## config.mk

```make
export PLATFORM = sky130hd
export DESIGN_NAME = seg_display_monitor
export DESIGN_NICKNAME = d
export VERILOG_FILES = /design/src/rtl/seg_display_monitor.sv
export SDC_FILE = /design/constraint.sdc
export NUM_CORES = 1
export LEC_CHECK = 0
export CAP_MARGIN = 20
export CORE_MARGIN = 10
export CORE_UTILIZATION = 50
export CTS_CLUSTER_DIAMETER = 200
export CTS_CLUSTER_SIZE = 28
export DETAILED_ROUTE_END_ITERATION = 10
export PLACE_DENSITY = 0.81
export SYNTH_ARGS = -nofsm -noshare
export SYNTH_HDL_FRONTEND = slang
export SYNTH_SLANG_ARGS = --single-unit
```

## constraint.sdc

```tcl
create_clock -name clk -period 4.55 [get_ports clk]
set_input_delay 0.91 -clock clk [delete_from_list [all_inputs] [get_ports clk]]
set_output_delay 0.91 -clock clk [all_outputs]
set_load 0.03 [all_outputs]
```

## src/rtl/seg_display_monitor.sv

```systemverilog
// ---------------------------------------------------------------------------
// seg_display_monitor
//
// Receive side of the stopwatch's two-digit multiplexed 7-segment driver.
// Samples the seg/an bus on sample_en, debounces each digit independently,
// decodes committed patterns back to BCD, counts illegal patterns and
// flags a multiplexer that has stopped toggling an.
//
// Handshake: sample_en is a one-cycle strobe with no back-pressure. seg/an
// are only examined in cycles where sample_en=1. Every other cycle holds
// state, and the pulse outputs return to 0.
//
// Ports:
//   clk          system clock
//   reset        asynchronous, active-high reset
//   sample_en    one-clk sample strobe
//   seg[6:0]     {g,f,e,d,c,b,a}, active-low segments
//   an           digit select (0 = ones, 1 = tens)
//   digit0/1     committed ones/tens digit (BCD, 4'hF = blank)
//   value_valid  both digits committed since last reset/stall
//   updated      pulse: committed digit changed while locked
//   seg_error    pulse: illegal pattern committed
//   err_count    saturating count of illegal commits
//   mux_stall    an has not toggled for TIMEOUT_TICKS samples
//   fsm_state    debug view of the lock FSM (0 idle, 1 half, 2 locked)
//   value_bin    (only with SEG_DISPLAY_MONITOR_BIN_EN) 10*digit1+digit0
//
// Optional feature macro: SEG_DISPLAY_MONITOR_BIN_EN
// ---------------------------------------------------------------------------
module seg_display_monitor #(
    parameter int STABLE_SAMPLES = 2,
    parameter int TIMEOUT_TICKS  = 8,
    parameter int ERR_CNT_W      = 8
) (
    input  logic                 clk,
    input  logic                 reset,
    input  logic                 sample_en,
    input  logic [6:0]           seg,
    input  logic                 an,
    output logic [3:0]           digit0,
    output logic [3:0]           digit1,
    output logic                 value_valid,
    output logic                 updated,
    output logic                 seg_error,
    output logic [ERR_CNT_W-1:0] err_count,
    output logic                 mux_stall,
    output logic [1:0]           fsm_state
`ifdef SEG_DISPLAY_MONITOR_BIN_EN
    ,
    output logic [6:0]           value_bin
`endif
);

    typedef enum logic [1:0] {
        IDLE   = 2'd0,
        HALF   = 2'd1,
        LOCKED = 2'd2
    } state_t;

    localparam logic [3:0] STABLE_4  = 4'(STABLE_SAMPLES);
    localparam logic [7:0] TIMEOUT_8 = 8'(TIMEOUT_TICKS);

    state_t     state_q, state_d;
    logic [6:0] cand [0:1];
    logic [3:0] cnt  [0:1];
    logic [1:0] have;
    logic       prev_an;
    logic [7:0] stall_cnt;

    logic [6:0] cur_cand;
    logic [3:0] cur_cnt;
    logic [3:0] next_cnt;
    logic       match;
    logic       commit;
    logic       toggle;
    logic       stall_hit;
    logic       pat_legal;
    logic [3:0] pat_digit;
    logic       legal_commit;
    logic       illegal_commit;
    logic [3:0] held_digit;
    logic       other_have;

    // Returns {legal, bcd}. Blank decodes to 4'hF and counts as legal.
    function automatic logic [4:0] decode(input logic [6:0] s);
        case (s)
            7'h40:   decode = 5'h10;
            7'h79:   decode = 5'h11;
            7'h24:   decode = 5'h12;
            7'h30:   decode = 5'h13;
            7'h19:   decode = 5'h14;
            7'h12:   decode = 5'h15;
            7'h02:   decode = 5'h16;
            7'h78:   decode = 5'h17;
            7'h00:   decode = 5'h18;
            7'h10:   decode = 5'h19;
            7'h7F:   decode = 5'h1F;
            default: decode = 5'h0F;
        endcase
    endfunction

    assign cur_cand = cand[an];
    assign cur_cnt  = cnt[an];
    assign match    = (seg == cur_cand);

    // Run length saturates at STABLE_SAMPLES; a new pattern restarts at 1.
    assign next_cnt = !match               ? 4'd1 :
                      (cur_cnt == STABLE_4) ? cur_cnt : cur_cnt + 4'd1;

    // Commit only on the sample that reaches the threshold, not while the
    // count sits saturated.
    assign commit = sample_en && (next_cnt == STABLE_4) &&
                    !(match && (cur_cnt == STABLE_4));

    assign toggle    = (an != prev_an);
    assign stall_hit = sample_en && !toggle && (stall_cnt == TIMEOUT_8 - 8'd1);

    assign {pat_legal, pat_digit} = decode(seg);
    assign legal_commit   = commit && pat_legal;
    assign illegal_commit = commit && !pat_legal;
    assign held_digit     = an ? digit1 : digit0;
    assign other_have     = an ? have[0] : have[1];

    // Datapath: filter, digits, stall watchdog, error counter.
    always_ff @(posedge clk or posedge reset) begin
        if (reset) begin
            cand[0]   <= 7'h7F;
            cand[1]   <= 7'h7F;
            cnt[0]    <= 4'd0;
            cnt[1]    <= 4'd0;
            have      <= 2'b00;
            prev_an   <= 1'b0;
            stall_cnt <= 8'd0;
            mux_stall <= 1'b0;
            digit0    <= 4'hF;
            digit1    <= 4'hF;
            err_count <= '0;
            seg_error <= 1'b0;
            updated   <= 1'b0;
        end else begin
            seg_error <= illegal_commit;
            // A stall on the same sample drops the lock, so no update pulse.
            updated   <= legal_commit && (state_q == LOCKED) && !stall_hit &&
                         (pat_digit != held_digit);
            if (sample_en) begin
                cand[an] <= seg;
                cnt[an]  <= next_cnt;
                prev_an  <= an;
                if (toggle) begin
                    stall_cnt <= 8'd0;
                    mux_stall <= 1'b0;
                end else if (stall_cnt != TIMEOUT_8) begin
                    stall_cnt <= stall_cnt + 8'd1;
                end
                if (stall_hit) begin
                    mux_stall <= 1'b1;
                    cnt[0]    <= 4'd0;
                    cnt[1]    <= 4'd0;
                end
                if (legal_commit) begin
                    if (an) digit1 <= pat_digit;
                    else    digit0 <= pat_digit;
                end
                if (stall_hit)
                    have <= 2'b00;
                else if (legal_commit)
                    have[an] <= 1'b1;
                if (illegal_commit && !(&err_count))
                    err_count <= err_count + 1'b1;
            end
        end
    end

    // Lock FSM: state register.
    always_ff @(posedge clk or posedge reset) begin
        if (reset) state_q <= IDLE;
        else       state_q <= state_d;
    end

    // Lock FSM: next state. A stall overrides any commit on the same sample.
    always_comb begin
        state_d = state_q;
        case (state_q)
            IDLE:    if (legal_commit) state_d = HALF;
            HALF:    if (legal_commit && other_have) state_d = LOCKED;
            LOCKED:  state_d = LOCKED;
            default: state_d = IDLE;
        endcase
        if (stall_hit) state_d = IDLE;
    end

    // Lock FSM: outputs.
    always_comb begin
        value_valid = (state_q == LOCKED);
        fsm_state   = state_q;
    end

`ifdef SEG_DISPLAY_MONITOR_BIN_EN
    logic [3:0] d0_bin, d1_bin;
    assign d0_bin = (digit0 == 4'hF) ? 4'd0 : digit0;
    assign d1_bin = (digit1 == 4'hF) ? 4'd0 : digit1;

    // Follows the digits one clk later, frozen while not locked.
    always_ff @(posedge clk or posedge reset) begin
        if (reset)
            value_bin <= 7'd0;
        else if (value_valid)
            value_bin <= ({3'b000, d1_bin} * 7'd10) + {3'b000, d0_bin};
    end
`endif

endmodule

```

==> results.cfg, run 1 <==
[timing]
setup_viol = 0
fin_crit_sh = 0.7967
worst_slack_ns = 0.9249
rsz0062_at_grt = false
fmax_ghz = 0.2759
finalHoldViolCount = 0
slew_viol_final = 0
tns_ns = 0
period_needed_ns = 3.625
fin_skew_ns = 0.004258
holdWs_ns = 0.4655
slew-limit-headroom = 0.5120
tightestPinTransition_ns = 0.7305

[clock_tree]
ctsHtreeMaxLevel = 2
clk_latency_ns = 0.30
path_clk_slew_ns = 0.09
cts-buffers-inserted = 5
cts_hold_buf = 0
clock_path_buffers = 2
cts.sinks = 54
postCtsSetupBuffers = 0
cts_tree = yes
cts-resized-gates = 0
cts-root-buf = clkbuf_8

[worst_setup_path]
required_ns = 4.75
critPathSlowestCell = clkdlybuf4s50_1
cpPeakStageDelay_ns = 0.52
cp_top_family = simple AND/OR/NAND/NOR gates
critPathBufInv = 3
r2r_slack_ns = 1.74
path_class = input port to flip-flop
critPathMaxFanout = 10
critPathLaunchType = input port
endpoint_kind = flip-flop
worstPathCellList = clkdlybuf4s50_1 -> buf_4 -> mux2i_1 -> inv_1 -> ha_1 -> and2_1 -> a21oi_1 -> nand3_1 -> nor4_4 -> or3b_1 -> xnor2_1
cp.arrival_ns = 3.82

[power_and_ir_drop]
p_leak_nw = 1.517
switching_share = 0.2965
power_frac_clock = 0.257
pwr-share-comb = 0.216
peakVddDrop_mv = 0.1941
power_density_nw_per_um2 = 299.2
p_int_uw = 751.3
p_sw_uw = 316.6
power.share.sequential = 0.527

[floorplan]
rows = 28
die_y_um = 98.70
fp.dieArea_um2 = 9742
start_util = 0.5200
core-area_um2 = 5956
die_w_um = 98.70
io_pins = 33

[yosys]
yosys_most_used_dff = dfrtp_1
synth.distinct_cells = 46
yosysSeqAreaShare = 0.4453
synth_warnings = 0
synth.cell_area_um2 = 3097
avgSynthCellArea_um2 = 9.925
synthCells = 312
synthesis.nets = 331
synth-seq-cells = 54
synth-async-reset-ratio = 1.000
synth_edf_count = 0

[global_route]
grt_pass1_wl_um = 10850
track_usage = 0.1297
grt_pass1_vias = 2385
antenna_found_initial = 0
globalRoute.totalOverflow = 0
grt_max_degree = 55

[worst_hold_path]
hp-class = flip-flop to flip-flop

[run_status]
status = completed

[cells_and_area]
multiInputGateArea_um2 = 1590
fin_util = 0.5994
final_common_cell = nand2_1
stdcell_count = 415
layout_common_cells = nand2_1, dfrtp_1, clkdlybuf4s50_1
syn2layout_area_growth_pct = 15.27
n_fill_cell = 488
seq_area_um2 = 1379
antenna_cells = 0
drive_above_1_share = 0.1647
nNetsFinal = 358

[place]
gp_congestion = 0.8471
pre_cts_ws_ns = 0.6274
dp.cells = 406
io_buffers = 32
place_hpwl_um = 4624

[routing]
drc = 0
wl_um = 6489
drtIter0Drc = 159
viasPerCell = 5.653
vias = 2346
wl_per_cell_um = 15.64
dr.pass1.iters = 4
detail-route-antenna-nets = 0

[run]
max_cap_viol_count = 0
==> metrics by stage <==
| stage | instance area, um2 | total power [mW] |
|---|---|---|
| 2_1_floorplan | 3097 | 0.7334 |
| 3_3_place_gp | 3458 | 0.7900 |
| 3_5_place_dp | 3458 | 0.8024 |
| 4_1_cts | 3550 | 1.076 |
| 5_1_grt | 3570 | 1.122 |
| 6_report | 3570 | 1.068 |
==> flip-flops by register name, summed over array words and instances, names as in the netlist <==
name	cells
cand	14
cnt	8
err_count	8
stall_cnt	8
digit0	4
digit1	4
fsm_state	2
have	2
mux_stall	1
prev_an	1
seg_error	1
updated	1
==> layer usage <==
layer | up-vias | track usage | routed length (um)
li1 | 1145 | - | -
met1 | 1148 | 0.1545 | 2863
met2 | 45 | 0.2179 | 3254
met3 | 8 | 0.03212 | 270
met4 | 0 | 0.05292 | 101
met5 | - | 0 | 0
==> final timing paths <==
check                         from            to  depth (start not counted)
setup / recovery                an  err_count[5]                         11
hold / removal             cand[7]       cand[7]                          2
setup reg to reg            cnt[0]  err_count[5]                          9
hold reg to reg            cand[7]       cand[7]                          2
max in group asynchronous    reset      cand[11]                          3
min in group asynchronous    reset     mux_stall                          2
==> power groups by stage <==
stage	combinational (mW)	sequential (mW)	clock (mW)
4_1_cts	0.232	0.563	0.282
2_1_floorplan	0.156	0.577	0
5_1_grt	0.255	0.567	0.299
3_3_place_gp	0.221	0.569	0
6_report	0.231	0.563	0.274
3_5_place_dp	0.231	0.571	0
==> tightest hold or removal path, cell delays in order (launching register included) <==
cell	delay, ns
dfstp_2	0.38
nand2_1	0.05
nand2_1	0.04
==> cells in the mapped netlist (all sizes together) (5+ instances only) <==
cell type,n,area (um2)
nand2,38,142.6
dfrtp,32,800.8
dfstp,22,578.1
nor2,22,82.58
mux2i,18,180.2
xnor2,18,157.7
mux2,15,168.9
nand3,15,75.07
a21oi,13,65.06
clkbuf,12,45.04
inv,12,45.04
nor3,11,55.05
o21ai,11,55.05
ha,8,100.1
xor2,8,70.07
nand4,6,37.54
buf,5,37.53
nand4b,5,58.80
or3,5,31.28
==> cell families (layout without fill, tap and decap cells) <==
| logic type | Yosys count | after routing | share of synthesized area |
|---|---|---|---|
| XOR/XNOR | 26 | 26 | 0.07354 |
| multiplexers | 33 | 33 | 0.1127 |
| AO/OA/AOI/OAI | 39 | 39 | 0.08202 |
| buffers and inverters | 29 | 57 | 0.04121 |
| adder cells (fa/ha/maj) | 8 | 8 | 0.03232 |
| AND/OR/NAND/NOR | 123 | 123 | 0.2129 |
| flip-flops | 54 | 54 | 0.4453 |
==> cell type report <==
cell class                      count  area share
Timing Repair Buffer               37      0.1038
Multi-Input combinational cell    229      0.4455
Inverter                           12     0.01262
Sequential cell                    54      0.3863
Tap cell                           75     0.02629
Clock buffer                        7     0.02419
Clock inverter                      1    0.001402
(Power assumes the default switching activity.)
==> run 2: changes to the inputs <==
==> constraint.sdc (replaced) <==
create_clock -name clk -period 3.6 [get_ports clk]
set_input_delay 0.72 -clock clk [delete_from_list [all_inputs] [get_ports clk]]
set_output_delay 0.72 -clock clk [all_outputs]
set_load 0.03 [all_outputs]
==> run 2 against run 1 <==
Net effect: clock power is 51% higher; cell area rose by 3.3%; utilization increased by 2.0 points; worst setup slack lost 0.57 ns; die area stayed put; critical path depth did not move; combinational power grew 31%; routed wire length increased by 7.7%; critical path type unchanged; critical endpoint is now fsm_state[1]; largest power group unchanged.
==> results.cfg, run 2 (same netlist as run 1, synthesis figures left out) <==
[clock_tree]
cts.sinks = 54
ctsHtreeMaxLevel = 2
cts_hold_buf = 0
cts-resized-gates = 0
path_clk_slew_ns = 0.09
postCtsSetupBuffers = 0
cts_tree = yes
cts-root-buf = clkbuf_8
clk_latency_ns = 0.31
cts-buffers-inserted = 5
clock_path_buffers = 2

[worst_setup_path]
critPathBufInv = 3
cpPeakStageDelay_ns = 0.61
critPathMaxFanout = 5
critPathSlowestCell = clkdlybuf4s50_1
endpoint_kind = flip-flop
r2r_slack_ns = 1.05
r2r-end = fsm_state[1]
worstPathCellList = clkdlybuf4s50_1 -> mux2i_1 -> inv_1 -> ha_1 -> and2_1 -> a21oi_1 -> nand3_1 -> buf_4 -> a2111oi_2 -> mux2i_1 -> nor3_1
required_ns = 3.79
critPathLaunchType = input port
r2r-start = cnt[1]
path_class = input port to flip-flop
crit_top_cell = mux2i_1
r2r_cells = 10
cp.arrival_ns = 3.44
cp_top_family = buffers and inverters

[power_and_ir_drop]
peakVddDrop_mv = 0.2317
p_leak_nw = 1.593
power_density_nw_per_um2 = 387.3

[floorplan]
start_util = 0.5200
fp.dieArea_um2 = 9742
rows = 28
die_w_um = 98.70
core-area_um2 = 5956
die_y_um = 98.70
io_pins = 33

[global_route]
grt_pass1_vias = 2521
antenna_found_initial = 0
grt_pass1_wl_um = 11820
grt_max_degree = 45
globalRoute.totalOverflow = 0
track_usage = 0.1423

[routing]
viasPerCell = 5.706
detail-route-antenna-nets = 0
vias = 2448
drc = 0
drtIter0Drc = 169
dr.pass1.iters = 4
wl_per_cell_um = 16.30
wl_um = 6991

[timing]
tns_ns = 0
fin_skew_ns = 0.01348
fmax_ghz = 0.3081
period_needed_ns = 3.246
setup_viol = 0
fin_crit_sh = 0.9015
slew_viol_final = 0
finalHoldViolCount = 0
slew-limit-headroom = 0.4128
rsz0062_at_grt = false
tightestPinTransition_ns = 0.8796

[cells_and_area]
drive_above_1_share = 0.1977
stdcell_count = 429
nNetsFinal = 372
largest_register_ffs = 14
syn2layout_area_growth_pct = 19.07
final_common_cell = nand2_1
n_fill_cell = 509
antenna_cells = 0
fin_util = 0.6191
layout_common_cells = nand2_1, dfrtp_1, clkdlybuf4s50_1
top_register = cand

[worst_hold_path]
worstHoldPathCells = 2
hp-class = flip-flop to flip-flop
hp-start = cand[10]
hold_path_end = cand[10]

[place]
dp.cells = 421
place_hpwl_um = 5133
io_buffers = 32
gp_congestion = 0.8746

[run]
max_cap_viol_count = 0

[run_status]
status = completed
run 2: cell types whose count changed in the layout (fill, tap and decap cells not counted), sizes merged:
cell	before	now
buf	5	19
bufinv	0	1
clkinv	1	0
run 2: cell type report:
cell class | instances | area [um2] | area share
multi-input cells | 229 | 1590 | 0.4313
clock buffers | 7 | 86.33 | 0.02341
well taps | 75 | 93.84 | 0.02545
inverters | 12 | 45.04 | 0.01222
repair buffers | 51 | 462.9 | 0.1256
clock inverters | 1 | 30.03 | 0.008144
flip-flops and latches | 54 | 1379 | 0.3739
run 2: worst reg2reg max path: cells and delay by family, from the launching register on:
family / cells / cell delay [ns]
flops: 1 / 0.40
mux: 2 / 0.42
simple gates: 3 / 0.43
buf+inv: 2 / 0.33
fa+ha+maj: 1 / 0.22
compound gates: 2 / 0.62
run 2: how the worst max path moves through the flow:
stage,startpoint,end,slack (ns),depth (start not counted)
5_1_grt,an,fsm_state[1],0.18,11
6_report,an,fsm_state[1],0.35,11
2_1_floorplan,an,err_count[5],0.56,10
3_3_place_gp,an,err_count[1],0.13,9
4_1_cts,an,err_count[1],0.38,9
3_5_place_dp,an,err_count[5],0.08,9
run 2: per-stage QoR:
| stage | power (mW) | hold WS, ns | worst slack (ns) | instance area, um2 |
|---|---|---|---|---|
| floorplan | 0.9269 | 0.4388 | 0.5593 | 3097 |
| global placement | 1.013 | 0.4463 | 0.1326 | 3571 |
| detailed placement | 1.024 | 0.4518 | 0.07903 | 3571 |
| CTS | 1.442 | 0.4666 | 0.3849 | 3687 |
| global route | 1.503 | 0.4945 | 0.1818 | 3687 |
| finish | 1.428 | 0.4643 | 0.3545 | 3687 |
run 2: per-layer routing:
metal	vias to the layer above	GRT usage	share of wire
met5	-	0	0
met4	0	0.04741	0.011
met3	6	0.03073	0.045
met2	52	0.2385	0.51
met1	1219	0.1767	0.44
li1	1171	-	-
run 2: power breakdown:
| group | switching (mW) | leakage, nW | total [mW] | internal, mW |
|---|---|---|---|---|
| logic | 0.174 | 0.882 | 0.302 | 0.128 |
| clock network | 0.188 | 0.0585 | 0.414 | 0.227 |
| registers | 0.0388 | 0.652 | 0.711 | 0.672 |
==> run 3: changes to the inputs <==
--- a/config.mk
+++ b/config.mk
@@ -7,11 +7,11 @@
 export LEC_CHECK = 0
 export CAP_MARGIN = 20
 export CORE_MARGIN = 10
-export CORE_UTILIZATION = 50
+export CORE_UTILIZATION = 40
 export CTS_CLUSTER_DIAMETER = 200
 export CTS_CLUSTER_SIZE = 28
 export DETAILED_ROUTE_END_ITERATION = 10
-export PLACE_DENSITY = 0.81
+export PLACE_DENSITY = 0.69
 export SYNTH_ARGS = -nofsm -noshare
 export SYNTH_HDL_FRONTEND = slang
 export SYNTH_SLANG_ARGS = --single-unit
==> run 3 against run 2 <==
Net effect: combinational power is 2% lower; routed wire length decreased by 5.8%; global-route usage down 2.7 points; highest routed layer unchanged; largest cell class unchanged; clock skew is 0.0020 ns lower; critical path depth shrank 1; clock power decreased by 16%; cell area hardly changed; first-iteration DRC count fell by 44%; total power fell by 5.2%.
==> results.cfg, run 3 (same netlist as run 1, synthesis figures left out) <==
[cells_and_area]
top_register = cand
layout_common_cells = nand2_1, dfrtp_1, clkdlybuf4s50_1
largest_register_ffs = 14
syn2layout_area_growth_pct = 19.03
drive_above_1_share = 0.1909
final_common_cell = nand2_1
antenna_cells = 0
n_fill_cell = 719
final_area_um2 = 3686
nNetsFinal = 369

[routing]
drc = 0
viasPerCell = 5.256
dr.pass1.iters = 4
vias = 2381
detail-route-antenna-nets = 0
wl_um = 6585
drtIter0Drc = 94
wl_per_cell_um = 14.54

[clock_tree]
cts.sinks = 54
postCtsSetupBuffers = 0
cts_hold_buf = 0
cts-resized-gates = 0
ctsHtreeMaxLevel = 2
cts_tree = yes
path_clk_slew_ns = 0.09
cts-buffers-inserted = 5
clk_latency_ns = 0.31
cts-root-buf = clkbuf_8
clock_path_buffers = 2

[place]
io_buffers = 32
gp_congestion = 0.8498
place_area_um2 = 3575
place_hpwl_um = 4915

[floorplan]
die_y_um = 108.0
die_w_um = 108.0
io_pins = 33
rows = 32
start_util = 0.4049
fp.dieArea_um2 = 11660
core-area_um2 = 7647

[timing]
setup_viol = 0
tns_ns = 0
period_needed_ns = 3.285
slew_viol_final = 0
fin_skew_ns = 0.01148
finalHoldViolCount = 0
fmax_ghz = 0.3045
fin_crit_sh = 0.9124
rsz0062_at_grt = false
tightestPinTransition_ns = 0.7270
slew-limit-headroom = 0.5143

[run_status]
status = completed

[power_and_ir_drop]
power_density_nw_per_um2 = 367.3
p_leak_nw = 1.572
peakVddDrop_mv = 0.1878

[worst_setup_path]
critPathMaxFanout = 6
critPathBufInv = 3
cp.arrival_ns = 3.48
required_ns = 3.80
worstPathCellList = clkdlybuf4s50_1 -> mux2i_1 -> inv_1 -> ha_1 -> and2_1 -> a21oi_1 -> nand3_1 -> nor4_4 -> buf_4 -> mux2_2
critPathSlowestCell = clkdlybuf4s50_1
cp_top_family = buffers and inverters
path_class = input port to flip-flop
endpoint_kind = flip-flop
critPathLaunchType = input port
cpPeakStageDelay_ns = 0.59

[global_route]
grt_max_degree = 48
antenna_found_initial = 0
grt_pass1_wl_um = 11300
globalRoute.totalOverflow = 0
grt_pass1_vias = 2461
track_usage = 0.1157

[worst_hold_path]
hp-class = flip-flop to flip-flop

[run]
max_cap_viol_count = 0
==> run 3: changes by cell type in the layout (fill, tap and decap cells not counted), sizes merged <==
cell	before	now
buf	19	16
clkinv	0	1
bufinv	1	0
==> run 3: worst min-delay path: cells and delay by family (launching register included) <==
| kind | cells | cell delay (ns) |
|---|---|---|
| DFF | 1 | 0.38 |
| and+or+nand+nor | 2 | 0.10 |
==> run 3: path summary, 6_finish.rpt <==
path	from	end	depth (start not counted)	slack, ns
max in group asynchronous	reset	cand[3]	4	2.19
max	an	err_count[1]	10	0.32
min in group asynchronous	reset	stall_cnt[7]	2	0.67
min reg2reg	cand[12]	cand[12]	2	0.47
max reg2reg	cnt[0]	err_count[1]	9	1.03
min	cand[12]	cand[12]	2	0.47
==> run 3: through the flow <==
step           hold slack, ns  cells  setup WS (ns)  utilization  total power, mW
2_1_floorplan          0.4388    312         0.5593            -           0.9269
3_3_place_gp           0.4461    444        0.06992       0.4674            1.007
3_5_place_dp           0.4526    444       0.003714       0.4674            1.019
4_1_cts                0.4662    452         0.3211       0.4794            1.368
5_1_grt                0.4781    453        0.06761       0.4820            1.433
6_report               0.4659    453         0.3154       0.4820            1.354
==> run 3: final cells by class <==
cell class / instances / area (um2) / area share
timing repair buffer: 48 / 452.9 / 0.1229
tap: 102 / 127.6 / 0.03462
inverter: 12 / 45.04 / 0.01222
clock buffer: 7 / 86.33 / 0.02342
multi-input combinational: 229 / 1590 / 0.4314
clock inverter: 1 / 5.005 / 0.001358
sequential: 54 / 1379 / 0.3741
==> run 3: report_power, final <==
group          switching, mW  internal (mW)  total (mW)  leakage, nW
clock                  0.191          0.156       0.346       0.0482
combinational          0.169          0.127       0.297        0.872
sequential            0.0391          0.672       0.711        0.652
==> run 3: metal layers <==
metal | vias to the layer above | share of wire | track usage
met5 | - | 0 | 0
li1 | 1165 | - | -
met2 | 55 | 0.48 | 0.1948
met1 | 1152 | 0.46 | 0.1442
met3 | 9 | 0.048 | 0.02677
met4 | 0 | 0.011 | 0.03340
